--- config.mk ---
export PLATFORM = sky130hd
export DESIGN_NAME = rr_arbiter_8
export DESIGN_NICKNAME = d
export VERILOG_FILES = /design/src/rtl/rr_arb_pkg.sv /design/src/rtl/prio_pick8.sv /design/src/rtl/rr_arbiter_8.sv
export SDC_FILE = /design/constraint.sdc
export NUM_CORES = 1
export LEC_CHECK = 0
export BUFFER_PORTS_ARGS = -buffer_cell sky130_fd_sc_hd__buf_4
export CORE_UTILIZATION = 45
export CTS_CLUSTER_DIAMETER = 150
export DETAILED_ROUTE_END_ITERATION = 12
export PLACE_DENSITY_LB_ADDON = 0.3
export SYNTH_ARGS = -nofsm -noshare
export SYNTH_HDL_FRONTEND = slang
export SYNTH_HIERARCHICAL = 1
export SYNTH_SLANG_ARGS = --single-unit
--- constraint.sdc ---
create_clock -name clk -period 8.18 [get_ports clk]
set_clock_uncertainty 0.2 [all_clocks]
set_input_delay 1.227 -clock clk [delete_from_list [all_inputs] [get_ports clk]]
set_output_delay 1.227 -clock clk [all_outputs]
set_load 0.05 [all_outputs]
--- src/rtl/rr_arb_pkg.sv ---
// Shared constants, state encoding and grant bundle for the 8-way arbiter.
package rr_arb_pkg;
  localparam int N_REQ = 8;
  localparam int ID_W  = 3;

  typedef enum logic {
    IDLE  = 1'b0,
    OWNED = 1'b1
  } state_t;

  // Everything that is driven on the grant outputs, bundled together.
  typedef struct packed {
    logic              vld;
    logic [ID_W-1:0]   id;
    logic [N_REQ-1:0]  oh;
  } grant_t;

  // Binary index -> one-hot grant vector.
  function automatic logic [N_REQ-1:0] onehot(input logic [ID_W-1:0] id);
    logic [N_REQ-1:0] v;
    v     = '0;
    v[id] = 1'b1;
    return v;
  endfunction
endpackage

--- src/rtl/prio_pick8.sv ---
// Combinational picker: fixed priority (highest index wins) or
// round robin (first set bit searching upward from ptr, wrapping).
module prio_pick8
  import rr_arb_pkg::*;
(
  input  logic [N_REQ-1:0] cand,
  input  logic [ID_W-1:0]  ptr,
  input  logic             mode,
  output logic [ID_W-1:0]  pick_id,
  output logic             pick_vld
);

  // Later loop iterations override earlier ones, so iteration order sets priority.
  always_comb begin
    logic [ID_W-1:0] idx;
    idx      = '0;
    pick_id  = '0;
    pick_vld = |cand;
    if (!mode) begin
      for (int i = 0; i < N_REQ; i++)
        if (cand[i]) pick_id = ID_W'(i);
    end else begin
      // Walk offsets from farthest to nearest so the nearest-to-ptr hit sticks.
      for (int i = N_REQ - 1; i >= 0; i--) begin
        idx = ptr + ID_W'(i);
        if (cand[idx]) pick_id = idx;
      end
    end
  end

endmodule

--- src/rtl/rr_arbiter_8.sv ---
// 8-requester arbiter with fixed-priority / round-robin modes, a hold
// limit that pre-empts a long-running owner when others wait, and fully
// registered grant outputs.
module rr_arbiter_8
  import rr_arb_pkg::*;
#(
  parameter int MAX_HOLD = 16
) (
  input  logic             clk,
  input  logic             rst,
  input  logic [N_REQ-1:0] req,
  input  logic             mode,
  output logic [N_REQ-1:0] gnt,
  output logic [ID_W-1:0]  gnt_id,
  output logic             gnt_vld
);

  localparam logic [7:0] HOLD_LIM = 8'(MAX_HOLD - 1);

  state_t           state, nxt_state;
  logic [ID_W-1:0]  ptr, nxt_ptr;
  logic [7:0]       hold_cnt, nxt_hold;
  grant_t           nxt_g;

  logic             owner_req, others, preempt, arb;
  logic [N_REQ-1:0] cand;
  logic [ID_W-1:0]  pick_id;
  logic             pick_vld;

  // Arbitration happens when idle, when the owner lets go, or when the
  // owner has hit the hold limit while someone else is waiting.
  always_comb begin
    owner_req = req[gnt_id];
    others    = |(req & ~gnt);
    preempt   = (state == OWNED) && (hold_cnt == HOLD_LIM) && owner_req && others;
    arb       = (state == IDLE) || !owner_req || preempt;
    // Masking the current owner is harmless when it has dropped its req,
    // and is exactly what pre-emption needs.
    cand      = (state == IDLE) ? req : (req & ~gnt);
  end

  prio_pick8 u_pick (
    .cand     (cand),
    .ptr      (ptr),
    .mode     (mode),
    .pick_id  (pick_id),
    .pick_vld (pick_vld)
  );

  // State, pointer, hold counter and grant registers.
  always_ff @(posedge clk or posedge rst) begin
    if (rst) begin
      state    <= IDLE;
      ptr      <= '0;
      hold_cnt <= '0;
      gnt      <= '0;
      gnt_id   <= '0;
      gnt_vld  <= 1'b0;
    end else begin
      state    <= nxt_state;
      ptr      <= nxt_ptr;
      hold_cnt <= nxt_hold;
      gnt      <= nxt_g.oh;
      gnt_id   <= nxt_g.id;
      gnt_vld  <= nxt_g.vld;
    end
  end

  // Next-state: any arbitration event lands in OWNED if someone is picked, else IDLE.
  always_comb begin
    nxt_state = state;
    case (state)
      IDLE:    if (pick_vld) nxt_state = OWNED;
      OWNED:   if (arb && !pick_vld) nxt_state = IDLE;
      default: nxt_state = IDLE;
    endcase
  end

  // Next grant outputs, pointer and hold count.
  always_comb begin
    nxt_g.vld = gnt_vld;
    nxt_g.id  = gnt_id;
    nxt_g.oh  = gnt;
    nxt_ptr   = ptr;
    nxt_hold  = hold_cnt;
    if (arb) begin
      nxt_hold = '0;
      if (pick_vld) begin
        nxt_g.vld = 1'b1;
        nxt_g.id  = pick_id;
        nxt_g.oh  = onehot(pick_id);
        nxt_ptr   = pick_id + ID_W'(1);
      end else begin
        nxt_g.vld = 1'b0;
        nxt_g.id  = '0;
        nxt_g.oh  = '0;
      end
    end else if (hold_cnt != HOLD_LIM) begin
      nxt_hold = hold_cnt + 8'd1;
    end
  end

endmodule

==> flow_summary.toml <==
[status]
status = "finished, final reports clean"

[clock_tree]
cts_made_buffers = 3
clock_path_buffers = 2
htree_levels = 1
clock-sinks = 24
cts_root_buffer = "clkbuf_8"
cts_tree = "yes"
post_cts_buffers = 0
clk_latency_ns = 0.27
cts_resized = 0
holdBufCountCts = 0
clk_pin_slew_worst_paths_ns = 0.09

[power]
clkPwrFrac = 0.089
p_switching_mw = 0.620
ir_worst_vdd_uv = 180
p_int_mw = 0.583
p_leak_nw = 1.14
p_comb_frac = 0.727
p_sw_frac = 0.515
p_per_area_nw_per_um2 = 466
power_frac_seq = 0.184

[floorplanning]
die_width_um = 74.4
row_count = 25
ioPinCount = 23
core_um2 = 4880
die_h_um = 74.4
dieArea_um2 = 5530
initial_utilization = 0.483

[global_routing]
antenna_found_initial = 0
grt_pass1_wl_um = 9100
grt.overflow.total = 0
grt_max_degree = 27
grt_pass1_vias = 1856
track_usage = 0.218

[cells_and_area]
syn_to_final_growth_pct = 9.72
n_antenna_cell = 0
seqCellArea_um2 = 601
final_util = 0.530
drive_gt1_frac = 0.179
nFillCells = 457
multi_input_area_um2 = 1600
fin_nets = 284

[worst_hold_path]
hold_class = "reg2reg"
hold_path_end = "gnt_vld"
hold_path_depth = 2
worstHoldStart = "gnt_vld"

[timing]
hold_viol_final = 0
timing.fmax_mhz = 219
holdWs_ns = 0.348
finalSetupViolations = 0
fin_crit_sh = 0.559
fin_crit_ns = 4.57
slew_viol_final = 0
finalSetupTns_ns = 0
worstMarginPinSlew_ns = 1.22
rsz0062_at_grt = "no"
relSlewSlack = 0.181
final.setup.worst_slack_ns = 3.61

[logic_synthesis]
netlist.area_leader.share = 0.255
synth-seq-cells = 24
synthTopCellsByCount = "mux2i_1 (26), dfrtp_1 (24), nor2_1 (22), nand2_1 (20), inv_1 (15)"
synth-seq-area-share = 0.255
synth-edff-count = 0
synth_ff_type = "dfrtp_1"
synth_cells = 260
synth_most_common_cell = "mux2i_1"
synthTopCellsByArea = "dfrtp_1 (25%), mux2i_1 (11%), mux4_2 (4.8%)"
synth_fp_nets = 275
syn_avg_cell_area_um2 = 9.06
syn_area_um2 = 2360
ys_types = 55
async_reset_ff_frac = 1.00
synth_area_leader_cell = "dfrtp_1"
yosys_warnings = 6

[setup_path]
cp_num_buf_inv = 2
start_kind = "primary input"
crit_slowest_cell = "a21boi_0"
path_cells = "buf_4 -> a21boi_0 -> mux2i_1 -> mux2i_1 -> o221ai_1 -> o221ai_1 -> nand3_1 -> a41oi_1 -> inv_1 -> nand2_1 -> nor2_1 -> mux2_4"
cp_top_family = "compound AO/OA/AOI/OAI gates"
cp_max_fo = 9
r2r-end = "gnt[4]"
r2r_start = "ptr[1]"
critPathRequiredTime_ns = 8.15
r2r_cells = 12
r2r_slack_ns = 3.76
critPathLaunch = "req[1]"
slowest_delay_ns = 0.95
path_class = "in2reg"
worstSetupEndpointType = "flip-flop"
worstPathArrival_ns = 4.54

[placement]
dp_slack_ns = 3.48
io_buffer_count = 22
place_hpwl_um = 4240
place_congestion = 0.953

[route]
drtIter0Drc = 219
postRouteAntennaNets = 0
via_count = 2057
drt_first_pass_iters = 5
postRouteWirelength_um = 5760
post-route-drc-count = 0
wl_per_cell_um = 17.2
viasPerCell = 6.14

[run]
cap_violations = 0
[layout by cell type (no fill, tap or decap), drive strengths merged, types with 5 or more instances in the layout]
cell | netlist | routed
mux4 | 9 | 9
dfrtp | 24 | 24
a21boi | 8 | 8
o221ai | 5 | 5
a21oi | 7 | 7
mux2i | 27 | 27
nand2 | 20 | 20
nor2 | 22 | 22
mux2 | 7 | 7
nand2b | 7 | 7
nor3 | 8 | 8
o21ai | 20 | 20
buf | 7 | 23
nand3 | 11 | 11
inv | 16 | 16
[power groups by stage]
stage | Clock, mW | Combinational, mW | Sequential, mW
4_1_cts | 0.111 | 0.862 | 0.220
3_3_place_gp | 0 | 0.858 | 0.222
2_1_floorplan | 0 | 0.687 | 0.246
3_5_place_dp | 0 | 0.857 | 0.222
6_report | 0.107 | 0.875 | 0.221
5_1_grt | 0.115 | 0.943 | 0.230
[cell families (layout without fill, tap and decap cells)]
| kind of cell | Yosys count | in the layout | synth area share |
|---|---|---|---|
| adder cells (fa/ha/maj) | 4 | 4 | 0.0212 |
| multiplexers | 43 | 43 | 0.252 |
| buffers and inverters | 35 | 43 | 0.0674 |
| flip-flops | 24 | 24 | 0.255 |
| AND/OR/NAND/NOR | 81 | 81 | 0.167 |
| AO/OA/AOI/OAI | 65 | 65 | 0.204 |
| XOR/XNOR | 8 | 8 | 0.0329 |
[cell type report]
| type | instances | area share |
|---|---|---|
| clock buffer | 3 | 0.0160 |
| clock inverter | 1 | 0.0116 |
| inverter | 16 | 0.0232 |
| multi-input combinational | 201 | 0.618 |
| sequential | 24 | 0.232 |
| tap | 67 | 0.0324 |
| timing repair buffer | 23 | 0.0668 |
[stage by stage]
stage               instances  cell area [um^2]  power, mW
finish                    335              2580       1.20
global route              335              2580       1.29
CTS                       335              2580       1.19
detailed placement        331              2510       1.08
global placement          331              2510       1.08
floorplan                 260              2360      0.933
[registers in the layout, summed over array words and instances (netlist names)]
signal    cells
gnt           8
gnt_id        3
gnt_vld       1
hold_cnt      8
ptr           3
state         1
[worst min-delay path, cell delays in order (launching register included)]
cell and delay [ns]:
dfrtp_1 0.39, inv_1 0.06, o21ai_1 0.06
[how the worst max path moves through the flow]
stage	cells after the start	to	slack (ns)
global placement	10	gnt[4]	3.42
global route	11	gnt[4]	3.38
floorplan	10	ptr[2]	4.31
finish	12	gnt[4]	3.61
CTS	10	gnt[4]	3.76
detailed placement	11	ptr[2]	3.48
[routing by layer]
metal,global-route usage,wire [um]
met2,0.336,2680
met3,0.0474,405
met1,0.301,2540
met4,0.0839,135
met5,0,0
(Power assumes the default switching activity.)
